[src/rtl/uart_frame_pkg.sv]
// Shared types and constants for the UART transmit-side framer.
// Contents: FSM state enum, default header bytes, byte/length/checksum
// widths and a buffer index width helper.
// Optional feature macro: FRAME_CKSUM_EN (adds the S_CKS state).
package uart_frame_pkg;

    localparam int unsigned BYTE_W = 8;
    localparam int unsigned LEN_W  = 8;
    localparam int unsigned CKS_W  = 8;

    localparam logic [BYTE_W-1:0] HDR0_DEFAULT = 8'h55;
    localparam logic [BYTE_W-1:0] HDR1_DEFAULT = 8'hAA;

    typedef enum logic [2:0] {
        S_IDLE,
        S_HDR0,
        S_HDR1,
        S_LEN,
        S_PAY
`ifdef FRAME_CKSUM_EN
        ,
        S_CKS
`endif
    } state_e;

    // Address width of a buffer holding 'depth' entries (at least one bit).
    function automatic int unsigned idx_width(input int unsigned depth);
        return (depth > 1) ? $clog2(depth) : 1;
    endfunction

endpackage

[src/rtl/uart_frame_pack_if.sv]
// Payload-in / transmitter-out signal bundle of the UART framer.
// slave : framer side (consumes payload, drives the transmitter).
// master: environment side (produces payload, models the transmitter).
// Signals: pl_data_i/pl_valid_i/pl_last_i/pl_ready_o payload handshake,
// tx_data_o/tx_en_o/tx_done_i transmitter pacing, busy_o, frame_done_o.
interface uart_frame_pack_if;
    import uart_frame_pkg::*;

    logic [BYTE_W-1:0] pl_data_i;
    logic              pl_valid_i;
    logic              pl_last_i;
    logic              pl_ready_o;
    logic [BYTE_W-1:0] tx_data_o;
    logic              tx_en_o;
    logic              tx_done_i;
    logic              busy_o;
    logic              frame_done_o;

    modport slave (
        input  pl_data_i, pl_valid_i, pl_last_i, tx_done_i,
        output pl_ready_o, tx_data_o, tx_en_o, busy_o, frame_done_o
    );

    modport master (
        output pl_data_i, pl_valid_i, pl_last_i, tx_done_i,
        input  pl_ready_o, tx_data_o, tx_en_o, busy_o, frame_done_o
    );

endinterface

[src/rtl/uart_frame_buf.sv]
// Payload buffer for the UART framer: DEPTH x 8 register file with one
// synchronous write port and one combinational read port.
// Ports: clk_i; we/wr_idx/wr_data write port; rd_idx -> rd_data read port.
// Contents are data only and need no reset: a frame is always written
// before it is read.
module uart_frame_buf
    import uart_frame_pkg::*;
#(
    parameter int unsigned DEPTH = 16,
    parameter int unsigned AW    = 4
) (
    input  logic              clk_i,
    input  logic              we,
    input  logic [AW-1:0]     wr_idx,
    input  logic [BYTE_W-1:0] wr_data,
    input  logic [AW-1:0]     rd_idx,
    output logic [BYTE_W-1:0] rd_data
);

    logic [BYTE_W-1:0] mem [DEPTH];

    // Write port.
    always_ff @(posedge clk_i) begin
        if (we) begin
            mem[wr_idx] <= wr_data;
        end
    end

    // Read port; the framer only presents indices below the frame length.
    assign rd_data = mem[rd_idx];

endmodule

[src/rtl/uart_frame_pack.sv]
// UART transmit-side framer: collects up to DEPTH payload bytes, then sends
// HDR0, HDR1, LEN, payload[0..LEN-1] and (optionally) a checksum byte, one
// byte per tx_en_o pulse, pacing on tx_done_i.
// Ports: clk_i, rst_i (async, active-high); bus (uart_frame_pack_if.slave)
// carrying the payload handshake, transmitter pacing, busy_o, frame_done_o.
// Optional feature macro: FRAME_CKSUM_EN appends sum(LEN, payload) mod 256.
module uart_frame_pack
    import uart_frame_pkg::*;
#(
    parameter int unsigned       DEPTH = 16,
    parameter logic [BYTE_W-1:0] HDR0  = HDR0_DEFAULT,
    parameter logic [BYTE_W-1:0] HDR1  = HDR1_DEFAULT
) (
    input  logic              clk_i,
    input  logic              rst_i,
    uart_frame_pack_if.slave  bus
);

    localparam int unsigned AW = idx_width(DEPTH);

    state_e            state_q, state_n;
    logic [LEN_W-1:0]  cnt_q, cnt_n;
    logic [AW-1:0]     idx_q, idx_n;
    logic              pl_ready_q, pl_ready_n;
    logic              busy_q, busy_n;
    logic              frame_done_q, frame_done_n;
    logic              tx_en_q, tx_en_n;
    logic [BYTE_W-1:0] tx_data_q, tx_data_n;
`ifdef FRAME_CKSUM_EN
    logic [CKS_W-1:0]  cks_q, cks_n;
`endif

    logic              accept_c;
    logic              close_c;
    logic              done_c;
    logic              last_pay_c;
    logic [AW-1:0]     rd_idx_c;
    logic [BYTE_W-1:0] rd_data_c;

    // Handshake qualifiers.
    assign accept_c   = bus.pl_valid_i & pl_ready_q & (state_q == S_IDLE);
    assign close_c    = accept_c & (bus.pl_last_i | (cnt_q == LEN_W'(DEPTH - 1)));
    // A done pulse that coincides with the issue cycle belongs to no byte.
    assign done_c     = bus.tx_done_i & ~tx_en_q & (state_q != S_IDLE);
    assign last_pay_c = (LEN_W'(idx_q) == (cnt_q - LEN_W'(1)));

    // Read address is the byte issued next: payload[0] from S_LEN, else idx+1.
    assign rd_idx_c = (state_q == S_PAY && !last_pay_c) ? (idx_q + AW'(1)) : '0;

    uart_frame_buf #(
        .DEPTH (DEPTH),
        .AW    (AW)
    ) u_buf (
        .clk_i   (clk_i),
        .we      (accept_c),
        .wr_idx  (AW'(cnt_q)),
        .wr_data (bus.pl_data_i),
        .rd_idx  (rd_idx_c),
        .rd_data (rd_data_c)
    );

    // Next-state and next-output logic; entering a send state issues its byte.
    always_comb begin
        state_n      = state_q;
        cnt_n        = cnt_q;
        idx_n        = idx_q;
        pl_ready_n   = pl_ready_q;
        busy_n       = busy_q;
        frame_done_n = 1'b0;
        tx_en_n      = 1'b0;
        tx_data_n    = tx_data_q;
`ifdef FRAME_CKSUM_EN
        cks_n        = cks_q;
`endif

        case (state_q)
            S_IDLE: begin
                if (accept_c) begin
                    cnt_n = cnt_q + LEN_W'(1);
`ifdef FRAME_CKSUM_EN
                    cks_n = cks_q + bus.pl_data_i;
`endif
                    if (close_c) begin
                        state_n    = S_HDR0;
                        pl_ready_n = 1'b0;
                        busy_n     = 1'b1;
                        tx_en_n    = 1'b1;
                        tx_data_n  = HDR0;
                    end
                end
            end
            S_HDR0: begin
                if (done_c) begin
                    state_n   = S_HDR1;
                    tx_en_n   = 1'b1;
                    tx_data_n = HDR1;
                end
            end
            S_HDR1: begin
                if (done_c) begin
                    state_n   = S_LEN;
                    tx_en_n   = 1'b1;
                    tx_data_n = cnt_q;
                end
            end
            S_LEN: begin
                if (done_c) begin
                    state_n   = S_PAY;
                    idx_n     = '0;
                    tx_en_n   = 1'b1;
                    tx_data_n = rd_data_c;
                end
            end
            S_PAY: begin
                if (done_c) begin
                    if (last_pay_c) begin
`ifdef FRAME_CKSUM_EN
                        state_n   = S_CKS;
                        tx_en_n   = 1'b1;
                        tx_data_n = cks_q + cnt_q;
`else
                        state_n      = S_IDLE;
                        cnt_n        = '0;
                        idx_n        = '0;
                        pl_ready_n   = 1'b1;
                        busy_n       = 1'b0;
                        frame_done_n = 1'b1;
`endif
                    end else begin
                        idx_n     = idx_q + AW'(1);
                        tx_en_n   = 1'b1;
                        tx_data_n = rd_data_c;
                    end
                end
            end
`ifdef FRAME_CKSUM_EN
            S_CKS: begin
                if (done_c) begin
                    state_n      = S_IDLE;
                    cnt_n        = '0;
                    idx_n        = '0;
                    cks_n        = '0;
                    pl_ready_n   = 1'b1;
                    busy_n       = 1'b0;
                    frame_done_n = 1'b1;
                end
            end
`endif
            default: begin
                state_n = S_IDLE;
            end
        endcase
    end

    // State and output registers.
    always_ff @(posedge clk_i or posedge rst_i) begin
        if (rst_i) begin
            state_q      <= S_IDLE;
            cnt_q        <= '0;
            idx_q        <= '0;
            pl_ready_q   <= 1'b1;
            busy_q       <= 1'b0;
            frame_done_q <= 1'b0;
            tx_en_q      <= 1'b0;
            tx_data_q    <= 8'h00;
`ifdef FRAME_CKSUM_EN
            cks_q        <= '0;
`endif
        end else begin
            state_q      <= state_n;
            cnt_q        <= cnt_n;
            idx_q        <= idx_n;
            pl_ready_q   <= pl_ready_n;
            busy_q       <= busy_n;
            frame_done_q <= frame_done_n;
            tx_en_q      <= tx_en_n;
            tx_data_q    <= tx_data_n;
`ifdef FRAME_CKSUM_EN
            cks_q        <= cks_n;
`endif
        end
    end

    assign bus.pl_ready_o   = pl_ready_q;
    assign bus.busy_o       = busy_q;
    assign bus.frame_done_o = frame_done_q;
    assign bus.tx_en_o      = tx_en_q;
    assign bus.tx_data_o    = tx_data_q;

endmodule

[src/flat_wrapper.sv]
// flat-port wrapper written by rule: the top's interface ports become plain ports
module uart_frame_pack_flat import uart_frame_pkg::*;
#(
    parameter int unsigned       DEPTH = 16,
    parameter logic [BYTE_W-1:0] HDR0  = HDR0_DEFAULT,
    parameter logic [BYTE_W-1:0] HDR1  = HDR1_DEFAULT
)
  (clk_i, rst_i, bus_pl_data_i, bus_pl_valid_i, bus_pl_last_i, bus_tx_done_i, bus_pl_ready_o, bus_tx_data_o, bus_tx_en_o, bus_busy_o, bus_frame_done_o);
  uart_frame_pack_if bus_i ();
  input  logic clk_i;
  input  logic rst_i;
  input wire logic [$bits(bus_i.pl_data_i)-1:0] bus_pl_data_i;
  input wire logic [$bits(bus_i.pl_valid_i)-1:0] bus_pl_valid_i;
  input wire logic [$bits(bus_i.pl_last_i)-1:0] bus_pl_last_i;
  input wire logic [$bits(bus_i.tx_done_i)-1:0] bus_tx_done_i;
  output wire logic [$bits(bus_i.pl_ready_o)-1:0] bus_pl_ready_o;
  output wire logic [$bits(bus_i.tx_data_o)-1:0] bus_tx_data_o;
  output wire logic [$bits(bus_i.tx_en_o)-1:0] bus_tx_en_o;
  output wire logic [$bits(bus_i.busy_o)-1:0] bus_busy_o;
  output wire logic [$bits(bus_i.frame_done_o)-1:0] bus_frame_done_o;
  assign bus_i.pl_data_i = bus_pl_data_i;
  assign bus_i.pl_valid_i = bus_pl_valid_i;
  assign bus_i.pl_last_i = bus_pl_last_i;
  assign bus_i.tx_done_i = bus_tx_done_i;
  assign bus_pl_ready_o = bus_i.pl_ready_o;
  assign bus_tx_data_o = bus_i.tx_data_o;
  assign bus_tx_en_o = bus_i.tx_en_o;
  assign bus_busy_o = bus_i.busy_o;
  assign bus_frame_done_o = bus_i.frame_done_o;
  uart_frame_pack #(.DEPTH(DEPTH), .HDR0(HDR0), .HDR1(HDR1)) u_core (.clk_i(clk_i), .rst_i(rst_i), .bus(bus_i));
endmodule
[config.mk]
export PLATFORM = sky130hd
export DESIGN_NAME = uart_frame_pack_flat
export DESIGN_NICKNAME = d
export VERILOG_FILES = /design/src/rtl/uart_frame_pkg.sv /design/src/rtl/uart_frame_pack_if.sv /design/src/rtl/uart_frame_buf.sv /design/src/rtl/uart_frame_pack.sv /design/src/flat_wrapper.sv
export SDC_FILE = /design/constraint.sdc
export NUM_CORES = 1
export LEC_CHECK = 0
export ABC_AREA = 1
export BUFFER_PORTS_ARGS = -buffer_cell sky130_fd_sc_hd__buf_2
export CORE_MARGIN = 8
export CORE_UTILIZATION = 60
export DETAILED_ROUTE_END_ITERATION = 6
export PLACE_DENSITY = 0.78
export REMOVE_ABC_BUFFERS = 1
export SLEW_MARGIN = 20
export SYNTH_ARGS = -nofsm -noshare
export SYNTH_HDL_FRONTEND = slang
export SYNTH_SLANG_ARGS = --single-unit
[constraint.sdc]
create_clock -name clk_i -period 6.3 [get_ports clk_i]
set_input_delay 1.26 -clock clk_i [delete_from_list [all_inputs] [get_ports clk_i]]
set_output_delay 1.26 -clock clk_i [all_outputs]
set_load 0.02 [all_outputs]
==> metrics, run 1 <==
post-route ant nets 0; post-CTS resize count 0; number of max-cap violations 0; Worst Hold Class register to register; die area 15240 um^2; Max VDD drop 0.0002820 V; internal power 1702 uW; WHS Path Cells 2; drt pass-1 iters 6; CP Data Arrival Time 4310 ps; met1 usage 0.2786; clock group share of total power 0.470; Post-Synth Adder-Cell Area 0.009033; fin crit share 0.6340; post-route cell area 7679 um^2; Placeable Area 11320 um^2; xor/xnor share of the synthesized area 0.006323; fraction of layout cells with a size suffix above 1 0.1228; Crit Path Category register to register; Final Max Slew Viols 0; largest family of logic cells by synthesized area simple AND/OR/NAND/NOR gates; Slew @ Worst Pin 928.9 ps; Global Route met3 Usage 0.06530; mapped cell area 6925 um^2; final setup fails 0; routed via count 5088; met2 usage 0.3792; Clk pin slew, worst setup/hold paths 60 ps; largest net degree at the start of global routing 63; Distinct cells, synth 33; Sequential Power Share 0.520; worst-skew pair later-pin latency 430 ps; WL/cell 19.60 um; r2r worst-path depth 16; global-route wire length before repair 25980 um; Initial Utilization 0.6117; CTS tree done; final-layout fill cell count 790; Cell Rows 39; relative slew slack 0.3785; Port-buffer cells 24; H-tree lvl count 4; Switch Pwr 431.2 uW; multiplexer share of the synthesized area 0; GRT Resource Usage Total 0.2311; R2R Path Start u_core.idx_q[0]; register bit total from synthesis 155; drt drc 0; Vias/cell 6.093; RSZ-0062 raised after global routing no; gr busiest metal met2; grt ovf 0; # nets final 697; Worst Setup Start Kind register; vias in the first global route 4979; Tmin final 3994 ps; Final HPWL DP 10670 um; Synth Area per Inst 10.48 um^2; Peak Freq 0.2503 GHz; leak pwr 0.003129 uW; hold worst-path end u_core.bus.tx_data_o[5]; R2R setup slack 2310 ps; CTS Hold Bufs 0; Final Hold Fails 0; Ant. Diodes 0; Clock Path Buffers 2; TritonCTS buffer count 17; CTS root buf clkbuf_16; Clock Skew 7.186 ps; Worst R2R End u_core.bus.tx_data_o[3]; Die Ht 123.4 um; I/O pin total 25; Compound-Gate Fraction of Synth Area 0.02439; final WL 16370 um; Ys Warns 0; CTS sink count 155; critical hold path startpoint u_core.bus.tx_data_o[5]; P per Cell Area 277.8 nW/um^2; Cell Area, Placed 7092 um^2; Cells after Synth 661; status finished clean; post-synthesis simple-gate area fraction 0.2567; Seq/Total Area, Yosys 0.6528; chip width 123.4 um; CP max FO 54; Net Sw Frac 0.2021; setup_tns 0 ps; Logic pwr share 0.010; DRT iter0 DRCs 714; RD Place Congestion 0.9123; CP Capture Type register; Area Overhead vs Synth 10.88%; postcts setup bufs 0; WP data required 6620 ps; initial antenna violation count 0
==> worst max path at each step <==
stage                           start                      end  cells after the start
floorplan           u_core.state_q[0]  u_core.bus.tx_data_o[1]                     12
global placement      u_core.idx_q[0]  u_core.bus.tx_data_o[3]                     16
detailed placement    u_core.idx_q[0]  u_core.bus.tx_data_o[7]                     16
CTS                   u_core.idx_q[0]  u_core.bus.tx_data_o[7]                     16
global route          u_core.idx_q[0]  u_core.bus.tx_data_o[1]                     16
finish                u_core.idx_q[0]  u_core.bus.tx_data_o[3]                     16
==> cells in the mapped netlist, drive strengths merged <==
master,count,share of area
nand4,26,0.024
a21oi,13,0.0094
xor2,3,0.0038
edfxtp,128,0.56
nand3b,1,0.0011
nor3b,1,0.0011
nor3,8,0.0065
nor2,59,0.036
o21bai,1,0.0027
buf,25,0.022
xnor2,2,0.0025
ha,5,0.0090
dfrtp,26,0.094
inv,49,0.027
clkbuf,4,0.0022
o211ai,1,0.0011
o22ai,1,0.00090
dfstp,1,0.0038
nand3,126,0.097
o21ai,13,0.0094
nand2,167,0.091
a31oi,1,0.00090
==> layout make-up <==
type	count	area, um^2	area share
timing repair buffer	28	150.1	0.01955
clock inverter	15	161.4	0.02102
inverter	49	183.9	0.02395
multi-input combinational	428	2058	0.2680
clock buffer	17	425.4	0.05540
sequential	155	4521	0.5887
tap	143	178.9	0.02330
==> power groups by stage <==
stage / registers [uW] / clock network [uW] / logic (uW)
final: 1110 / 1000 / 21.0
after global routing: 1110 / 1050 / 22.8
after CTS: 1110 / 1010 / 21.1
after detailed placement: 1130 / 0 / 21.1
after global placement: 1130 / 0 / 20.7
after floorplan: 1130 / 0 / 3.11
==> registers in the layout (all words and copies together), names as in the netlist <==
| signal | cells |
|---|---|
| u_core.u_buf.mem | 128 |
| u_core.bus.tx_data_o | 8 |
| u_core.cnt_q | 8 |
| u_core.idx_q | 4 |
| u_core.state_q | 3 |
| u_core.bus.busy_o | 1 |
| u_core.bus.frame_done_o | 1 |
| u_core.bus.pl_ready_o | 1 |
| u_core.bus.tx_en_o | 1 |
==> worst max-delay path, stage by stage, from the launching register on <==
cell	delay [ps]
dfrtp_1	470
inv_2	710
nand2_1	130
nand3_1	120
nor2_1	40
nand2_1	90
nor2_4	50
nand3_4	250
nand3_2	650
inv_2	650
nand3_1	170
nand3_1	140
nand3_1	90
nand3_1	110
nand2_1	70
nand2_1	60
nand2_1	50
==> logic make-up (layout without fill, tap and decap cells) <==
kind of cell,count (synthesis),after routing
compound gates,30,30
xor+xnor,5,5
fa+ha+maj,5,5
buf+inv,78,109
flops,155,155
simple gates,388,388
==> routing by layer <==
layer | part of all wire | up-vias
li1 | - | 2319
met1 | 0.39 | 2466
met2 | 0.49 | 262
met3 | 0.091 | 41
met4 | 0.031 | 0
met5 | 0 | -
==> metrics by stage <==
step	utilization	setup slack, ps	total power [uW]	hold WS (ps)	cells
2_1_floorplan	-	3355	1135	486.5	632
3_3_place_gp	0.6260	2505	1152	462.2	803
3_5_place_dp	0.6264	2382	1152	468.9	803
4_1_cts	0.6783	2332	2143	485.9	835
5_1_grt	0.6783	1866	2186	511.7	835
6_report	0.6783	2306	2133	475.6	835
==> layout by cell type, fill, tap and decap left out, drive strengths merged, types with 2 or more instances in the layout <==
cell,instances
o21ai,13
xor2,3
buf,28
xnor2,2
clkbuf,17
nor2,59
bufinv,2
nand3,126
dfrtp,26
nand4,26
inv,55
nor3,8
a21oi,13
clkinv,5
edfxtp,128
nand2,167
clkinvlp,2
ha,5
No activity file was read; power rests on OpenSTA's default activity.
==> run 2, diff against run 1 <==
--- a/config.mk
+++ b/config.mk
@@ -5,12 +5,12 @@
 export SDC_FILE = /design/constraint.sdc
 export NUM_CORES = 1
 export LEC_CHECK = 0
-export ABC_AREA = 1
+export ABC_AREA = 0
 export BUFFER_PORTS_ARGS = -buffer_cell sky130_fd_sc_hd__buf_2
 export CORE_MARGIN = 8
-export CORE_UTILIZATION = 60
+export CORE_UTILIZATION = 56
 export DETAILED_ROUTE_END_ITERATION = 6
-export PLACE_DENSITY = 0.78
+export PLACE_DENSITY = 0.76
 export REMOVE_ABC_BUFFERS = 1
 export SLEW_MARGIN = 20
 export SYNTH_ARGS = -nofsm -noshare
==> constraint.sdc (replaced) <==
create_clock -name clk_i -period 3.5 [get_ports clk_i]
set_input_delay 0.7 -clock clk_i [delete_from_list [all_inputs] [get_ports clk_i]]
set_output_delay 0.7 -clock clk_i [all_outputs]
set_load 0.02 [all_outputs]
==> run 2 against run 1 <==
Cell area up 2.6%. Global-route usage is 0.27 points higher. Non-clock buffer count grew 15. Via count is 6.6% lower. Count of clock-buffer cells in the layout is the same. Core utilization shrank 2.5 points. Clock skew rose by 15 ps. Sequential power rose by 110%. Flip-flop and latch count stayed put. Sequential share of layout area shrank 1.5 points. Critical endpoint is now u_core.bus.tx_data_o[4]. Highest routed layer unchanged.
==> metrics, run 2 <==
fin crit share 0.9182; fraction of layout cells with a size suffix above 1 0.1828; Seq/Total Area, Yosys 0.6530; number of flops mapped to enable cells by yosys 128; Distinct cells, synth 66; H-tree lvl count 4; setup_tns 0 ps; Tmin final 3214 ps; CP Data Arrival Time 3600 ps; Peak Freq 0.3112 GHz; Synth Area per Inst 13.19 um^2; Vias/cell 6.450; Ant. Diodes 0; Area Overhead vs Synth 13.77%; final setup fails 0; drt pass-1 iters 5; P per Cell Area 835.8 nW/um^2; Top reg by flops u_core.u_buf.mem; Cells after Synth 525; Clock Skew 22.11 ps; WL/cell 24.57 um; Final Hold Fails 0; Placement Setup Slack 280.5 ps; RD Place Congestion 0.9444; DRT iter0 DRCs 522; TritonCTS buffer count 17; Worst Hold Class primary input to async pin; Worst Setup Start Kind register; top-area cell type share of the netlist area 0.5552; max reg flops 128; Cell Rows 40; Initial Utilization 0.5740; vias in the first global route 4771; relative slew slack 0.3713; Final HPWL DP 12270 um; final WL 18110 um; Post-synth top cells 128 x edfxtp_1, 40 x nor2_1, 39 x a21oi_1; Final Max Slew Viols 0; # nets final 574; GRT Resource Usage Total 0.2338; Clk pin slew, worst setup/hold paths 70 ps; grt ovf 0; initial antenna violation count 0; r2r worst-path depth 10; Max VDD drop 0.0006517 V; Clock Path Buffers 2; most common cell after layout, fill and taps aside edfxtp_1; global-route wire length before repair 27890 um; CP Capture Type register; Placeable Area 12060 um^2; Crit Path Category register to register; R2R setup slack 290 ps; WP data required 3880 ps; Async SR Flop Fraction 0.1742; Slew @ Worst Pin 939.6 ps; number of max-cap violations 0; mapped cell area 6923 um^2; I/O pin total 25; top-count cell post-synth edfxtp_1; Ys Warns 0; worst-skew pair later-pin latency 450 ps; Top FF cell, synth edfxtp_1; status finished clean; die area 16180 um^2; area leader, netlist edfxtp_1; CTS sink count 155; Final WS setup 286.4 ps; drt drc 0; chip width 127.2 um; largest net degree at the start of global routing 50; CTS root buf clkbuf_16; register bit total from synthesis 155; Die Ht 127.2 um; CP max FO 11; RSZ-0062 raised after global routing no; Port-buffer cells 24; most frequent cells in the layout 128 x edfxtp_1, 40 x nor2_1, 39 x a21oi_1, 30 x nand2_1, 29 x o21ai_0; post-route ant nets 0; CTS tree done; top cells by area, synth edfxtp_1 56%, dfrtp_1 9.4%, mux2i_1 2.9%, a21oi_1 2.8%, nor2_1 2.2%; routed via count 4754; leak pwr 0.002696 uW
## run 2: cell count changes in the layout (fill, tap and decap cells not counted), moves of 8 or more
cell	delta
a31oi_1	+9
a221oi_1	+8
inv_1	-31
a21oi_1	+26
nand3_1	-116
nand2_1	-135
nand4_1	-21
o211ai_1	+9
mux2i_1	+20
nor2_1	-13
buf_4	+15
o21ai_0	+16
## run 2: layout make-up
cell class | instances | area, um^2
multi-input combinational | 328 | 2211
clock inverter | 15 | 203.9
clock buffer | 17 | 425.4
tap | 168 | 210.2
timing repair buffer | 43 | 262.8
fill | 905 | 4185
inverter | 11 | 41.29
sequential | 155 | 4522
## run 2: critical path: stages, from the launching register on
cell and delay, ps:
dfrtp_1 500, inv_1 170, ha_1 350, xnor2_1 130, nor2_1 140, nand4_1 500
o21ai_4 420, buf_4 180, a221oi_1 70, a2111oi_0 510, o32a_1 210
## run 2: timing repair
item,CTS,global route
hold buffers,0,0
buffers inserted,0,2
resized for setup,0,1
setup endpoints to repair,0,4
endpoints found under the hold margin,0,0
## run 2: final timing paths
path,startpoint,to
max in group asynchronous,rst_i,u_core.idx_q[0]
setup / recovery,u_core.cnt_q[0],u_core.bus.tx_data_o[4]
setup reg to reg,u_core.cnt_q[0],u_core.bus.tx_data_o[4]
min in group clk_i,u_core.cnt_q[7],u_core.cnt_q[7]
hold / removal,rst_i,u_core.bus.tx_data_o[4]
hold reg to reg,u_core.cnt_q[7],u_core.cnt_q[7]
## run 2: metal layers
layer | vias up | wire length [um] | share of wire | GRT usage
met3 | 55 | 1413 | 0.078 | 0.06156
met4 | 0 | 777 | 0.043 | 0.1190
li1 | 2112 | - | - | -
met2 | 245 | 8585 | 0.47 | 0.3655
met1 | 2342 | 7333 | 0.40 | 0.2954
met5 | - | 0 | 0 | 0
## run 2: logic make-up after synthesis
group,Yosys count,synth area share
compound gates,158,0.1576
xor+xnor,15,0.01898
fa+ha+maj,5,0.009037
buf+inv,42,0.02874
flops,155,0.6530
mux,28,0.04356
simple gates,122,0.08910
## run 2: stage by stage
| step | util | cell area (um^2) | hold WS, ps | total power (uW) | cells |
|---|---|---|---|---|---|
| floorplan | - | 6765 | 468.2 | 3817 | 494 |
| global placement | 0.5990 | 7224 | 495.7 | 4567 | 703 |
| detailed placement | 0.5990 | 7224 | 508.9 | 4604 | 703 |
| CTS | 0.6511 | 7854 | 530.8 | 6548 | 735 |
| global route | 0.6530 | 7876 | 367.3 | 6874 | 737 |
| finish | 0.6530 | 7876 | 330.0 | 6583 | 737 |
## run 2: power breakdown
part	leakage (uW)	internal [uW]	total, uW	switching, uW
combinational	0.000901	785	2270	1480
clock	0.000310	1150	1940	795
sequential	0.00149	2130	2370	236
total	0.00270	4070	6580	2520
==> run 3, diff against run 2 <==
--- a/config.mk
+++ b/config.mk
@@ -5,7 +5,7 @@
 export SDC_FILE = /design/constraint.sdc
 export NUM_CORES = 1
 export LEC_CHECK = 0
-export ABC_AREA = 0
+export ABC_AREA = 1
 export BUFFER_PORTS_ARGS = -buffer_cell sky130_fd_sc_hd__buf_2
 export CORE_MARGIN = 8
 export CORE_UTILIZATION = 56
==> run 3 against run 2 <==
Maximum frequency increased by 5.6%. Hold slack gained 37 ps. Largest power group unchanged. Critical path depth up 10.
==> metrics, run 3 (synthesis results as in run 1) <==
GRT Resource Usage Total 0.2134; I/O pin total 25; Logic pwr share 0.010; fraction of layout cells with a size suffix above 1 0.1254; global-route wire length before repair 26340 um; Clk pin slew, worst setup/hold paths 60 ps; vias in the first global route 4921; worst path bufs/invs 3; final-layout fill cell count 927; Slowest cell on crit path dfrtp_1; Ant. Diodes 0; CTS Hold Bufs 0; DRT iter0 DRCs 568; placed cell count 838; Met1 Wirelength 6763 um; met3 wire len 1445 um; max reg flops 128; number of max-cap violations 0; internal power 3119 uW; CTS root buf clkbuf_16; Area Overhead vs Synth 12.48%; WP data required 3810 ps; Final Max Slew Viols 0; Clock Path Buffers 2; post-route ant nets 0; initial antenna violation count 0; drt drc 0; WL/cell 18.91 um; Crit Path Category register to register; Net Sw Frac 0.1898; Slew @ Worst Pin 932.5 ps; final setup fails 0; Peak Freq 0.3284 GHz; Top Layer Used met4; post-route insts no fill 870; CP max FO 38; Clock Skew 7.043 ps; fin crit share 0.8699; clock group share of total power 0.471; Max VDD drop 0.0003516 V; largest net degree at the start of global routing 54; Register Area 4521 um^2; CTS sink count 155; RSZ-0062 raised after global routing no; Final WS setup 455.4 ps; most frequent cells in the layout 165 x nand2_1, 128 x edfxtp_1, 121 x nand3_1, 53 x nor2_1, 41 x inv_1; postcts setup bufs 0; wire length on met2 7714 um; Most common cell on crit path nand2_1; setup_tns 0 ps; Sequential Power Share 0.519; leak pwr 0.003172 uW; Final HPWL DP 11270 um; P per Cell Area 494.1 nW/um^2; Initial Utilization 0.5742; TritonCTS buffer count 17; Cell Area, Placed 7206 um^2; post-route cell area 7790 um^2; RD Place Congestion 0.9503; grt ovf 0; die area 16180 um^2; routed via count 5106; CP Data Arrival Time 3360 ps; Die Ht 127.2 um; Placeable Area 12060 um^2; drt pass-1 iters 7; Worst path top cell family by delay simple AND/OR/NAND/NOR gates; H-tree lvl count 4; Final Hold Fails 0; Cell Rows 40; Vias/cell 5.869; Worst Hold Class primary input to async pin; worst-skew pair later-pin latency 430 ps; Worst Setup Start Kind register; final WL 16450 um; chip width 127.2 um; Placement Setup Slack 529.7 ps; Switch Pwr 730.7 uW; Tmin final 3045 ps; status finished clean; most common cell after layout, fill and taps aside nand2_1; relative slew slack 0.3745; crit-path cells inv_1 > ha_1 > inv_1 > nand2_1 > nand2_1 > nor2_1 > nand2_1 > nor2_4 > nand3_4 > nand3_4 > buf_12 > nand2_1 > nand3_1 > nand3_1 > nand3_1 > nand2_1 > nand2_1 > nand2_1 > nand2_1 > nand2_1; multi-input gate area in the final layout 2053 um^2; CTS tree done; Top reg by flops u_core.u_buf.mem; Port-buffer cells 24; CP Capture Type register; CP peak stage delay 430 ps; # nets final 707; post-CTS resize count 0
## run 3: final cells by class
type	count	area share
clock inverters	12	0.01895
repair buffers	38	0.03052
well taps	168	0.02698
flip-flops and latches	155	0.5803
multi-input cells	428	0.2636
clock buffers	20	0.05606
inverters	49	0.02361
## run 3: metrics by stage
step | util | hold slack [ps] | total power [uW]
after floorplan | - | 486.5 | 2042
after global placement | 0.5974 | 465.6 | 2072
after detailed placement | 0.5974 | 480.5 | 2074
after CTS | 0.6459 | 494.7 | 3866
after global routing | 0.6459 | 427.0 | 3936
final | 0.6459 | 367.0 | 3849
## run 3: path summary, 6_finish.rpt
kind / depth (start not counted) / from / endpoint / slack (ps)
max in group asynchronous: 2 / rst_i / u_core.bus.tx_data_o[3] / 2700
worst min register to register: 2 / u_core.bus.tx_data_o[7] / u_core.bus.tx_data_o[7] / 490
worst max register to register: 20 / u_core.cnt_q[1] / u_core.bus.tx_data_o[5] / 460
worst min-delay path: 2 / rst_i / u_core.bus.frame_done_o / 370
worst max-delay path: 20 / u_core.cnt_q[1] / u_core.bus.tx_data_o[5] / 460
min in group clk_i: 2 / u_core.bus.tx_data_o[7] / u_core.bus.tx_data_o[7] / 490
## run 3: worst register-to-register path: cells and delay by family (launching register included)
kind,cells,cell delay [ps]
DFF,1,430
adders and majority gates,1,360
buffers and inverters,3,450
and+or+nand+nor,16,1690
## run 3: metal layers
layer / vias to the layer above / global-route usage
li1: 2334 / -
met1: 2455 / 0.2784
met2: 264 / 0.3329
met3: 53 / 0.04742
met4: 0 / 0.1029
met5: - / 0
## run 3: power by group through the flow
stage	logic [uW]	clock network, uW	registers (uW)
after floorplan	5.59	0	2040
after global routing	41.7	1900	2000
after CTS	38.0	1830	2000
after global placement	36.4	0	2040
final	37.1	1810	2000
after detailed placement	38.1	0	2040
